## src/rtl/axi_write_burst_if.sv

```systemverilog
// rtl/axi_write_burst_if.sv - AXI4 write-channel bundle for axi_write_burst
//
// Purpose: groups the AW, W and B channel signals of one AXI4 write master.
// Modports:
//   master - the burst engine (drives AW/W payload and valids, B ready)
//   slave  - the interconnect/memory side (drives readies and B response)
interface axi_write_burst_if #(
  parameter int ADDR_W = 32,
  parameter int DATA_W = 64
);
  logic [ADDR_W-1:0]   m_axi_awaddr;
  logic [2:0]          m_axi_awprot;
  logic [7:0]          m_axi_awlen;
  logic [2:0]          m_axi_awsize;
  logic [1:0]          m_axi_awburst;
  logic                m_axi_awlock;
  logic                m_axi_awvalid;
  logic                m_axi_awready;
  logic [DATA_W-1:0]   m_axi_wdata;
  logic [DATA_W/8-1:0] m_axi_wstrb;
  logic                m_axi_wlast;
  logic                m_axi_wvalid;
  logic                m_axi_wready;
  logic [1:0]          m_axi_bresp;
  logic                m_axi_bvalid;
  logic                m_axi_bready;

  modport master (
    output m_axi_awaddr, m_axi_awprot, m_axi_awlen, m_axi_awsize,
           m_axi_awburst, m_axi_awlock, m_axi_awvalid,
           m_axi_wdata, m_axi_wstrb, m_axi_wlast, m_axi_wvalid,
           m_axi_bready,
    input  m_axi_awready, m_axi_wready, m_axi_bresp, m_axi_bvalid
  );

  modport slave (
    input  m_axi_awaddr, m_axi_awprot, m_axi_awlen, m_axi_awsize,
           m_axi_awburst, m_axi_awlock, m_axi_awvalid,
           m_axi_wdata, m_axi_wstrb, m_axi_wlast, m_axi_wvalid,
           m_axi_bready,
    output m_axi_awready, m_axi_wready, m_axi_bresp, m_axi_bvalid
  );
endinterface

```

## src/rtl/axi_write_burst.sv

```systemverilog
// rtl/axi_write_burst.sv - single INCR AXI4 write burst sourced from a BRAM
//
// Purpose: on run, issues one INCR burst of byte_length/8 beats starting at
// start_addr, streaming BRAM words 0..beats-1 through a 2-entry prefetch FIFO.
// Ports:
//   m_axi_aclk, m_axi_areset   - clock, synchronous active-high reset
//   m_axi (master modport)     - AXI4 AW/W/B channels
//   run, start_addr, byte_length - start request, sampled only in IDLE
//   bram_read_*                - BRAM read port, data returns one cycle later
//   busy, done, error          - status: not idle, completion pulse, bresp[1]
module axi_write_burst #(
  parameter int C_M_AXI_ADDR_WIDTH = 32,
  parameter int C_M_AXI_DATA_WIDTH = 64
) (
  input  logic                          m_axi_aclk,
  input  logic                          m_axi_areset,
  axi_write_burst_if.master             m_axi,
  input  logic                          run,
  input  logic [C_M_AXI_ADDR_WIDTH-1:0] start_addr,
  input  logic [9:0]                    byte_length,
  output logic                          bram_read_enable,
  output logic [9:0]                    bram_read_index,
  input  logic [C_M_AXI_DATA_WIDTH-1:0] bram_read_data,
  output logic                          busy,
  output logic                          done,
  output logic                          error
);
  localparam int AW = C_M_AXI_ADDR_WIDTH;
  localparam int DW = C_M_AXI_DATA_WIDTH;

  typedef enum logic [1:0] {S_IDLE, S_ADDR, S_DATA, S_RESP} state_t;

  state_t          state_q, state_d;
  logic [AW-1:0]   awaddr_q, awaddr_d;
  logic [7:0]      awlen_q, awlen_d;
  logic            awvalid_q, awvalid_d;
  logic [7:0]      beats_q, beats_d;
  logic [7:0]      fetch_q, fetch_d;      // BRAM words requested this burst
  logic [7:0]      beat_cnt_q, beat_cnt_d; // W beats retired this burst
  logic            pend_q, pend_d;        // a BRAM read returns this cycle
  logic [DW-1:0]   mem_q [2];
  logic [DW-1:0]   mem_d [2];
  logic            wr_ptr_q, wr_ptr_d;
  logic            rd_ptr_q, rd_ptr_d;
  logic [1:0]      count_q, count_d;
  logic            done_q, done_d;
  logic            error_q, error_d;

  logic            wvalid, wlast, pop, rd_en;
  logic [7:0]      beats_in;
  logic [2:0]      occ_after;

  always_comb begin
    state_d    = state_q;
    awaddr_d   = awaddr_q;
    awlen_d    = awlen_q;
    awvalid_d  = awvalid_q;
    beats_d    = beats_q;
    fetch_d    = fetch_q;
    beat_cnt_d = beat_cnt_q;
    mem_d      = mem_q;
    wr_ptr_d   = wr_ptr_q;
    rd_ptr_d   = rd_ptr_q;
    done_d     = 1'b0;
    error_d    = error_q;

    beats_in = 8'(byte_length >> 3);
    wvalid   = (state_q == S_DATA) && (count_q != 2'd0);
    wlast    = wvalid && (beat_cnt_q == awlen_q);
    pop      = wvalid && m_axi.m_axi_wready;

    // Occupancy counts the beat leaving this cycle, otherwise the FIFO
    // pointer chase would only sustain one beat every other cycle.
    occ_after = {1'b0, count_q} + {2'b00, pend_q} - {2'b00, pop};
    rd_en = ((state_q == S_ADDR) || (state_q == S_DATA)) &&
            (fetch_q < beats_q) && (occ_after < 3'd2);
    pend_d = rd_en;
    if (rd_en) fetch_d = fetch_q + 8'd1;

    if (pend_q) begin
      mem_d[wr_ptr_q] = bram_read_data;
      wr_ptr_d        = ~wr_ptr_q;
    end
    if (pop) begin
      rd_ptr_d   = ~rd_ptr_q;
      beat_cnt_d = beat_cnt_q + 8'd1;
    end
    count_d = count_q + {1'b0, pend_q} - {1'b0, pop};

    case (state_q)
      S_IDLE: begin
        if (run && (beats_in != 8'd0)) begin
          state_d    = S_ADDR;
          awaddr_d   = start_addr & ~AW'(7);
          awlen_d    = beats_in - 8'd1;
          awvalid_d  = 1'b1;
          beats_d    = beats_in;
          fetch_d    = 8'd0;
          beat_cnt_d = 8'd0;
          error_d    = 1'b0;
        end
      end
      S_ADDR: begin
        if (awvalid_q && m_axi.m_axi_awready) begin
          awvalid_d = 1'b0;
          state_d   = S_DATA;
        end
      end
      S_DATA: begin
        if (pop && wlast) state_d = S_RESP;
      end
      S_RESP: begin
        if (m_axi.m_axi_bvalid) begin
          state_d = S_IDLE;
          done_d  = 1'b1;
          error_d = |(m_axi.m_axi_bresp & 2'b10);
        end
      end
      default: state_d = S_IDLE;
    endcase
  end

  always_ff @(posedge m_axi_aclk) begin
    if (m_axi_areset) begin
      state_q    <= S_IDLE;
      awaddr_q   <= '0;
      awlen_q    <= '0;
      awvalid_q  <= 1'b0;
      beats_q    <= '0;
      fetch_q    <= '0;
      beat_cnt_q <= '0;
      pend_q     <= 1'b0;
      mem_q[0]   <= '0;
      mem_q[1]   <= '0;
      wr_ptr_q   <= 1'b0;
      rd_ptr_q   <= 1'b0;
      count_q    <= '0;
      done_q     <= 1'b0;
      error_q    <= 1'b0;
    end else begin
      state_q    <= state_d;
      awaddr_q   <= awaddr_d;
      awlen_q    <= awlen_d;
      awvalid_q  <= awvalid_d;
      beats_q    <= beats_d;
      fetch_q    <= fetch_d;
      beat_cnt_q <= beat_cnt_d;
      pend_q     <= pend_d;
      mem_q      <= mem_d;
      wr_ptr_q   <= wr_ptr_d;
      rd_ptr_q   <= rd_ptr_d;
      count_q    <= count_d;
      done_q     <= done_d;
      error_q    <= error_d;
    end
  end

  assign m_axi.m_axi_awaddr  = awaddr_q;
  assign m_axi.m_axi_awprot  = 3'b000;
  assign m_axi.m_axi_awlen   = awlen_q;
  assign m_axi.m_axi_awsize  = 3'b011;
  assign m_axi.m_axi_awburst = 2'b01;
  assign m_axi.m_axi_awlock  = 1'b0;
  assign m_axi.m_axi_awvalid = awvalid_q;
  assign m_axi.m_axi_wdata   = mem_q[rd_ptr_q];
  assign m_axi.m_axi_wstrb   = '1;
  assign m_axi.m_axi_wlast   = wlast;
  assign m_axi.m_axi_wvalid  = wvalid;
  assign m_axi.m_axi_bready  = (state_q == S_RESP);

  assign bram_read_enable = rd_en;
  assign bram_read_index  = {2'b00, fetch_q};
  assign busy             = (state_q != S_IDLE);
  assign done             = done_q;
  assign error            = error_q;
endmodule
```

## src/flat_wrapper.sv

```systemverilog
// flat-port wrapper written by rule: the top's interface ports become plain ports
module axi_write_burst_flat 
#(
  parameter int C_M_AXI_ADDR_WIDTH = 32,
  parameter int C_M_AXI_DATA_WIDTH = 64
)
  (m_axi_aclk, m_axi_areset, run, start_addr, byte_length, bram_read_enable, bram_read_index, bram_read_data, busy, done, error, m_axi_m_axi_awaddr, m_axi_m_axi_awprot, m_axi_m_axi_awlen, m_axi_m_axi_awsize, m_axi_m_axi_awburst, m_axi_m_axi_awlock, m_axi_m_axi_awvalid, m_axi_m_axi_wdata, m_axi_m_axi_wstrb, m_axi_m_axi_wlast, m_axi_m_axi_wvalid, m_axi_m_axi_bready, m_axi_m_axi_awready, m_axi_m_axi_wready, m_axi_m_axi_bresp, m_axi_m_axi_bvalid);
  axi_write_burst_if m_axi_i ();
  input  logic m_axi_aclk;
  input  logic m_axi_areset;
  input  logic run;
  input  logic [C_M_AXI_ADDR_WIDTH-1:0] start_addr;
  input  logic [9:0] byte_length;
  output logic bram_read_enable;
  output logic [9:0] bram_read_index;
  input  logic [C_M_AXI_DATA_WIDTH-1:0] bram_read_data;
  output logic busy;
  output logic done;
  output logic error;
  output wire logic [$bits(m_axi_i.m_axi_awaddr)-1:0] m_axi_m_axi_awaddr;
  output wire logic [$bits(m_axi_i.m_axi_awprot)-1:0] m_axi_m_axi_awprot;
  output wire logic [$bits(m_axi_i.m_axi_awlen)-1:0] m_axi_m_axi_awlen;
  output wire logic [$bits(m_axi_i.m_axi_awsize)-1:0] m_axi_m_axi_awsize;
  output wire logic [$bits(m_axi_i.m_axi_awburst)-1:0] m_axi_m_axi_awburst;
  output wire logic [$bits(m_axi_i.m_axi_awlock)-1:0] m_axi_m_axi_awlock;
  output wire logic [$bits(m_axi_i.m_axi_awvalid)-1:0] m_axi_m_axi_awvalid;
  output wire logic [$bits(m_axi_i.m_axi_wdata)-1:0] m_axi_m_axi_wdata;
  output wire logic [$bits(m_axi_i.m_axi_wstrb)-1:0] m_axi_m_axi_wstrb;
  output wire logic [$bits(m_axi_i.m_axi_wlast)-1:0] m_axi_m_axi_wlast;
  output wire logic [$bits(m_axi_i.m_axi_wvalid)-1:0] m_axi_m_axi_wvalid;
  output wire logic [$bits(m_axi_i.m_axi_bready)-1:0] m_axi_m_axi_bready;
  input wire logic [$bits(m_axi_i.m_axi_awready)-1:0] m_axi_m_axi_awready;
  input wire logic [$bits(m_axi_i.m_axi_wready)-1:0] m_axi_m_axi_wready;
  input wire logic [$bits(m_axi_i.m_axi_bresp)-1:0] m_axi_m_axi_bresp;
  input wire logic [$bits(m_axi_i.m_axi_bvalid)-1:0] m_axi_m_axi_bvalid;
  assign m_axi_m_axi_awaddr = m_axi_i.m_axi_awaddr;
  assign m_axi_m_axi_awprot = m_axi_i.m_axi_awprot;
  assign m_axi_m_axi_awlen = m_axi_i.m_axi_awlen;
  assign m_axi_m_axi_awsize = m_axi_i.m_axi_awsize;
  assign m_axi_m_axi_awburst = m_axi_i.m_axi_awburst;
  assign m_axi_m_axi_awlock = m_axi_i.m_axi_awlock;
  assign m_axi_m_axi_awvalid = m_axi_i.m_axi_awvalid;
  assign m_axi_m_axi_wdata = m_axi_i.m_axi_wdata;
  assign m_axi_m_axi_wstrb = m_axi_i.m_axi_wstrb;
  assign m_axi_m_axi_wlast = m_axi_i.m_axi_wlast;
  assign m_axi_m_axi_wvalid = m_axi_i.m_axi_wvalid;
  assign m_axi_m_axi_bready = m_axi_i.m_axi_bready;
  assign m_axi_i.m_axi_awready = m_axi_m_axi_awready;
  assign m_axi_i.m_axi_wready = m_axi_m_axi_wready;
  assign m_axi_i.m_axi_bresp = m_axi_m_axi_bresp;
  assign m_axi_i.m_axi_bvalid = m_axi_m_axi_bvalid;
  axi_write_burst #(.C_M_AXI_ADDR_WIDTH(C_M_AXI_ADDR_WIDTH), .C_M_AXI_DATA_WIDTH(C_M_AXI_DATA_WIDTH)) u_core (.m_axi_aclk(m_axi_aclk), .m_axi_areset(m_axi_areset), .m_axi(m_axi_i), .run(run), .start_addr(start_addr), .byte_length(byte_length), .bram_read_enable(bram_read_enable), .bram_read_index(bram_read_index), .bram_read_data(bram_read_data), .busy(busy), .done(done), .error(error));
endmodule
```

## config.mk

```make
export PLATFORM = sky130hd
export DESIGN_NAME = axi_write_burst_flat
export DESIGN_NICKNAME = d
export VERILOG_FILES = /design/src/rtl/axi_write_burst_if.sv /design/src/rtl/axi_write_burst.sv /design/src/flat_wrapper.sv
export SDC_FILE = /design/constraint.sdc
export NUM_CORES = 1
export LEC_CHECK = 0
export ABC_AREA = 1
export BUFFER_PORTS_ARGS = -buffer_cell sky130_fd_sc_hd__buf_2
export CAP_MARGIN = 10
export CORE_ASPECT_RATIO = 0.6
export CORE_MARGIN = 8
export CORE_UTILIZATION = 52
export CTS_CLUSTER_DIAMETER = 150
export DETAILED_ROUTE_END_ITERATION = 8
export PLACE_DENSITY = 0.8
export SLEW_MARGIN = 0
export SYNTH_ARGS = -nofsm -noshare
export SYNTH_HDL_FRONTEND = slang
export SYNTH_SLANG_ARGS = --single-unit
```

## constraint.sdc

```tcl
create_clock -name m_axi_aclk -period 2.9 [get_ports m_axi_aclk]
set_input_delay 0 -clock m_axi_aclk [delete_from_list [all_inputs] [get_ports m_axi_aclk]]
set_output_delay 0 -clock m_axi_aclk [all_outputs]
set_load 0.005 [all_outputs]
```

==> impl_metrics.csv, run 1 <==
group,metric,value,unit
layout,multi_input_area,4030,µm²
logic_synthesis,synth-seq-cells,198,
layout,final_util,70.7,%
die,dieArea,21000,µm²
routing,viasPerCell,5.07,
worst_hold_path,hold_path.class,"in2reg",
global_routing,grt_first_pass_wirelength,41500,µm
sta,post-route-period-util,95.0,%
sta,max_freq,0.363,GHz
flow_run,drv_cap,0,
die,io_pins,253,
sta,finalHoldViolCount,1,
logic_synthesis,synth_edf_count,0,
place,place.gp.congestion,0.810,
logic_synthesis,yosys.area_share.simple,29.2,%
routing,wirelength,25900,µm
global_routing,globalRouteOverflowTotal,0,
layout,layout.nets,1650,
place,port_buffers,223,
sta,skew,0.0132,ns
die,die_w,182,µm
pwr,total_leakage_power,5.52,nW
worst_setup_path,crit_type,"reg2out",
layout,regArea,3970,µm²
clock_tree,cts_buffers,17,
place,dp_slack,0.0208,ns
status,status,"complete, but fails checks",
logic_synthesis,synth-adder-area-share,2.56,%
layout,drive_above_1_share,20.1,%
logic_synthesis,yosysWarnings,0,
global_routing,grt_usage,23.8,%
logic_synthesis,syn_inst,1230,
pwr,power.total,8.68,mW
die,coreArea,16200,µm²
sta,setup_viol,0,
logic_synthesis,synthXorXnorAreaFrac,1.12,%
die,fp-row-count,36,
worst_setup_path,worstPathMaxFanout,6,
logic_synthesis,syn-cell-area,8600,µm²
clock_tree,tritoncts,"done",
global_routing,grt_pass1_vias,8520,
status,violations,"negative hold slack",
sta,hold_slack,-0.0225,ns
global_routing,grt_max_degree,96,
global_routing,antenna_found_initial,1,
sta,final.setup.tns,0,ns
clock_tree,clock-root-buffer,"clkbuf_16",
routing,drc,0,
clock_tree,clk_latency,0.43,ns
pwr,irDropWorstVdd,0.427,mV
die,fp.dieH,116,µm
worst_setup_path,required,2.90,ns
logic_synthesis,synth_area_leaders,"dfxtp_1 46%, nand2_1 13%, nor2_1 13%, o21ai_0 8.6%, a21oi_1 3.1%",
die,start_util,53.0,%
routing,num_vias,8835,
logic_synthesis,syn-mean-instance-area,6.99,µm²
routing,drtAntennaViolNets,0,
logic_synthesis,synth_top_family_by_area,"simple AND/OR/NAND/NOR gates",
sta,min_period,2.75,ns
sta,max_slew_margin,49.1,%
worst_setup_path,start_kind,"register",
layout,area_growth,33.3,%
logic_synthesis,post-synth-top-area-fraction,46.1,%
worst_setup_path,endpoint_kind,"output pin",
worst_setup_path,arrival,2.75,ns
sta,tightest_slew,0.764,ns
clock_tree,htree_levels,4,
logic_synthesis,synth.area.mux_share,0.116,%
place,hpwl,16100,µm
routing,drtPass1Iterations,5,
logic_synthesis,seq_area_frac_synth,46.1,%
sta,slew_viol_final,0,
sta,fin_ws,0.146,ns
routing,wire_per_inst,14.8,µm
clock_tree,cts_buffer_depth,2,
routing,drt_iter0_drc,585,
layout,fillers,1299,
clock_tree,cts_sinks,198,
pwr,p_per_area,757,nW/µm²
logic_synthesis,ys.flop_type,"dfxtp_1",
logic_synthesis,synthDistinctLibCells,38,
logic_synthesis,synthArstFlopShare,0,%
clock_tree,clk_pin_slew,0.07,ns
logic_synthesis,synth_compound_area_share,12.4,%
logic_synthesis,synth_top_area_cell,"dfxtp_1",
==> critical path, stage by stage, from the launching register on <==
cell and delay (ns):
dfxtp_2 0.34, inv_2 0.09, ha_4 0.14, inv_2 0.04, nor2_4 0.12, nand2_4 0.06, inv_2 0.07, ha_1 0.22
inv_1 0.07, ha_2 0.19, fa_2 0.44, inv_2 0.07, nand2_2 0.08, inv_2 0.09, nand3_4 0.11, inv_1 0.07
buf_2 0.11
==> layout make-up <==
| cell class | instances | share of cell area [%] |
|---|---|---|
| repair buffers | 343 | 20.2 |
| clock buffers | 17 | 3.71 |
| clock inverters | 15 | 1.92 |
| flip-flops and latches | 198 | 34.6 |
| multi-input cells | 897 | 35.2 |
| well taps | 209 | 2.28 |
| diodes | 2 | 0.0437 |
| inverters | 62 | 2.04 |
==> through the flow <==
| stage | cell area [µm²] | std cells |
|---|---|---|
| after floorplan | 8670 | 1250 |
| after global placement | 9710 | 1602 |
| after detailed placement | 9710 | 1602 |
| after CTS | 11400 | 1740 |
| after global routing | 11500 | 1742 |
| final | 11500 | 1743 |
==> cells in the final DEF, fill, tap and decap left out, drive strengths merged <==
cell,count
nand4,8
o31ai,1
xor2,6
a21oi,54
xnor2,5
ha,16
a21boi,1
nand2,307
mux2i,1
nand3,14
fa,1
o22ai,1
diode,2
nor3b,1
dlygate4sd3,104
nor4,1
clkbuf,17
bufinv,3
conb,22
o21bai,2
a31oi,1
nor3,10
buf,239
nor2,293
or2,1
dfxtp,198
o21ai,149
and3,2
clkinv,9
inv,65
==> sequential cells by signal, indices dropped and copies added (netlist names), 2 cells and up <==
register	cells
u_core.beat_cnt_q	8
u_core.beats_q	7
u_core.count_q	2
u_core.fetch_q	8
u_core.m_axi.m_axi_awaddr	29
u_core.m_axi.m_axi_awlen	8
u_core.mem_q	128
u_core.state_q	2
==> timing repair <==
action / in CTS / in global routing
buffers inserted: 3 / 1
gates resized for setup: 7 / 9
hold buffers: 104 / 0
hold endpoints to repair: 172 / 0
gates cloned: 0 / 0
endpoints found under the setup margin: 1 / 6
pin swaps: 1 / 2
==> worst paths after layout <==
check	from	end	slack (ns)	cells after the start
worst max-delay path	u_core.state_q[0]	bram_read_enable	0.15	16
worst min-delay path	m_axi_m_axi_wready	u_core.beat_cnt_q[7]	-0.02	5
worst max register to register	u_core.state_q[0]	u_core.fetch_q[5]	0.22	17
worst min register to register	u_core.beats_q[4]	u_core.beats_q[4]	0.46	2
==> cell usage after synthesis, types with 2 or more instances <==
cell      count
conb_1        2
nand3_1      12
a21oi_1      54
nor3_1        9
buf_2         8
and3_1        2
nand4_1       8
nand2_2       4
buf_4        22
inv_2         5
inv_1        57
nor2_1      291
o21ai_0     148
buf_6         7
clkbuf_1     46
xor2_1        6
dfxtp_1     198
nand2_1     302
ha_1         16
o21bai_1      2
buf_1        10
xnor2_1       5
==> kinds of logic (layout without fill, tap and decap cells) <==
family	count (synthesis)	after routing
xor gates and xnor gates	11	11
adders and majority gates	17	17
AOI/OAI and AO/OA	209	209
muxes	1	1
and+or+nand+nor	637	637
DFF	198	198
other	2	24
buffers and inverters	155	437
==> report_power, final <==
group	switching [mW]	leakage, nW	internal, mW
Clock	1.13	0.313	1.40
Combinational	1.55	3.60	1.05
Sequential	0.285	1.61	3.26
==> metal layers <==
layer | vias to the layer above | routed length, µm | global-route usage [%]
li1 | 4401 | - | -
met4 | 0 | 591 | 8.75
met5 | - | 0 | 0
met1 | 4023 | 11400 | 30.0
met2 | 363 | 11800 | 38.9
met3 | 48 | 1970 | 6.23
(Power assumes the default switching activity.)
==> run 2, diff against run 1 <==
--- a/config.mk
+++ b/config.mk
@@ -8,7 +8,7 @@
 export ABC_AREA = 1
 export BUFFER_PORTS_ARGS = -buffer_cell sky130_fd_sc_hd__buf_2
 export CAP_MARGIN = 10
-export CORE_ASPECT_RATIO = 0.6
+export CORE_ASPECT_RATIO = 0.5
 export CORE_MARGIN = 8
 export CORE_UTILIZATION = 52
 export CTS_CLUSTER_DIAMETER = 150
==> impl_metrics.csv, run 2 (synthesis results as in run 1) <==
group,metric,value,unit
status,status,"finished, final reports clean",
global_routing,grt_max_degree,94,
sta,max_slew_margin,47.1,%
layout,area_growth,32.4,%
worst_hold_path,hold_path.class,"in2reg",
routing,num_vias,8797,
worst_setup_path,slowest_stage,"fa_2",
die,die_w,198,µm
layout,fin_area,11400,µm²
pwr,power.total,8.51,mW
clock_tree,clk_latency,0.43,ns
layout,fillers,1276,
routing,drtPass1Iterations,5,
worst_setup_path,endpoint_kind,"output pin",
worst_setup_path,crit_type,"reg2out",
place,place.gp.congestion,0.868,
worst_hold_path,hp-start,"run",
clock_tree,cts_sinks,198,
worst_hold_path,whs_endpoint,"u_core.m_axi.m_axi_awvalid",
pwr,p_per_area,747,nW/µm²
layout,n_antenna_cell,0,
worst_setup_path,r2r_start,"u_core.state_q[0]",
layout,top_register,"u_core.mem_q",
routing,wirelength,25600,µm
routing,drt_iter0_drc,522,
worst_setup_path,worstPathMaxFanout,6,
worst_setup_path,start_kind,"register",
sta,fin_ws,0.135,ns
sta,tightest_slew,0.794,ns
global_routing,grt_pass1_vias,8540,
place,dp_slack,0.0344,ns
clock_tree,clk_pin_slew,0.06,ns
sta,finalHoldViolCount,0,
worst_setup_path,r2r_cells,17,
layout,final_common_cell,"nand2_1",
worst_setup_path,path_common_cell,"inv_1",
layout,layout.nets,1648,
layout,final_cells,1756,
sta,max_freq,0.362,GHz
layout,mostFrequentLayoutCells,"300 x nand2_1, 289 x nor2_1, 223 x buf_2, 195 x dfxtp_1, 148 x o21ai_0",
global_routing,globalRouteOverflowTotal,0,
sta,min_period,2.76,ns
place,port_buffers,223,
die,io_pins,253,
global_routing,grt_first_pass_wirelength,41000,µm
place,dpl-instance-area,9690,µm²
routing,wire_per_inst,14.6,µm
die,fp.dieH,107,µm
sta,skew,0.0161,ns
worst_setup_path,required,2.90,ns
layout,largest_register_ffs,128,
place,hpwl,15700,µm
die,dieArea,21200,µm²
worst_setup_path,arrival,2.76,ns
worst_setup_path,r2r_setup_slack,0.23,ns
clock_tree,htree_levels,4,
die,start_util,52.9,%
sta,hold_slack,0.0221,ns
pwr,irDropWorstVdd,0.450,mV
clock_tree,tritoncts,"done",
clock_tree,cts_buffers,17,
routing,drtAntennaViolNets,0,
clock_tree,clock-root-buffer,"clkbuf_16",
layout,final_util,70.0,%
worst_setup_path,crit_chain,"inv_2 > ha_4 > inv_2 > nor2_4 > nand2_4 > inv_1 > ha_1 > inv_1 > ha_1 > fa_2 > inv_1 > nand2_2 > inv_2 > nand3_4 > inv_1 > buf_2",
worst_setup_path,cpPeakStageDelay,0.43,ns
place,place_inst,1618,
die,coreArea,16300,µm²
sta,final.setup.tns,0,ns
worst_setup_path,crit-reg2reg-capture,"u_core.fetch_q[2]",
flow_run,drv_cap,0,
die,fp-row-count,33,
routing,viasPerCell,5.01,
sta,setup_viol,0,
pwr,total_leakage_power,5.48,nW
clock_tree,cts_buffer_depth,2,
global_routing,antenna_found_initial,0,
global_routing,grt_usage,23.3,%
layout,drive_above_1_share,19.6,%
sta,slew_viol_final,0,
sta,post-route-period-util,95.3,%
worst_hold_path,whs_path_depth,4,
routing,drc,0,
==> run 2: cell types whose count changed in the layout (fill, tap and decap cells not counted), sizes merged, moves of 2 or more <==
cell      delta
clkbuf       +4
clkinv       -6
clkinvlp     +2
diode        -2
==> run 2: area by class of cell <==
type / instances / area (µm²) / share of cell area [%]
sequential: 198 / 3970 / 34.8
multi-input combinational: 897 / 4030 / 35.4
tap: 227 / 284 / 2.49
inverter: 62 / 234 / 2.06
clock inverter: 10 / 145 / 1.27
clock buffer: 21 / 450 / 3.96
timing repair buffer: 341 / 2270 / 20.0
==> run 2: worst max-delay path: cells and delay by family (launching register included) <==
kind	cells	cell delay [ns]
flip-flops	1	0.33
adder cells (fa/ha/maj)	4	0.98
AND/OR/NAND/NOR	4	0.37
buffers and inverters	8	0.65
==> run 2: per-layer routing <==
metal  track usage (%)  part of all wire, %
met3              5.10                  7.2
met5                 0                    0
met1              27.3                   42
met2              41.2                   49
met4              9.27                  2.4
==> run 2: worst max-delay path by stage <==
stage                                 start  slack [ns]  depth (start not counted)                end
final                     u_core.state_q[0]        0.14                         16   bram_read_enable
after global routing      u_core.state_q[0]       -0.01                         18   bram_read_enable
after CTS                 u_core.state_q[0]        0.01                         18   bram_read_enable
after detailed placement  u_core.state_q[0]        0.03                         18  u_core.fetch_q[0]
after global placement    u_core.state_q[0]        0.14                         18  u_core.fetch_q[0]
after floorplan           u_core.state_q[0]        0.26                         18  u_core.fetch_q[5]
==> run 2: repair_timing <==
| action | in CTS | in global routing |
|---|---|---|
| hold buffers | 103 | 0 |
| pin swaps | 1 | 1 |
| setup buffers | 1 | 3 |
| gates resized for setup | 7 | 6 |
| hold endpoints to repair | 173 | 0 |
| setup endpoints to repair | 1 | 6 |
==> run 2: power breakdown <==
group | internal [mW] | total (mW) | switching (mW)
registers | 3.26 | 3.55 | 0.289
logic | 1.02 | 2.53 | 1.51
clock network | 1.39 | 2.42 | 1.03
total | 5.67 | 8.51 | 2.83
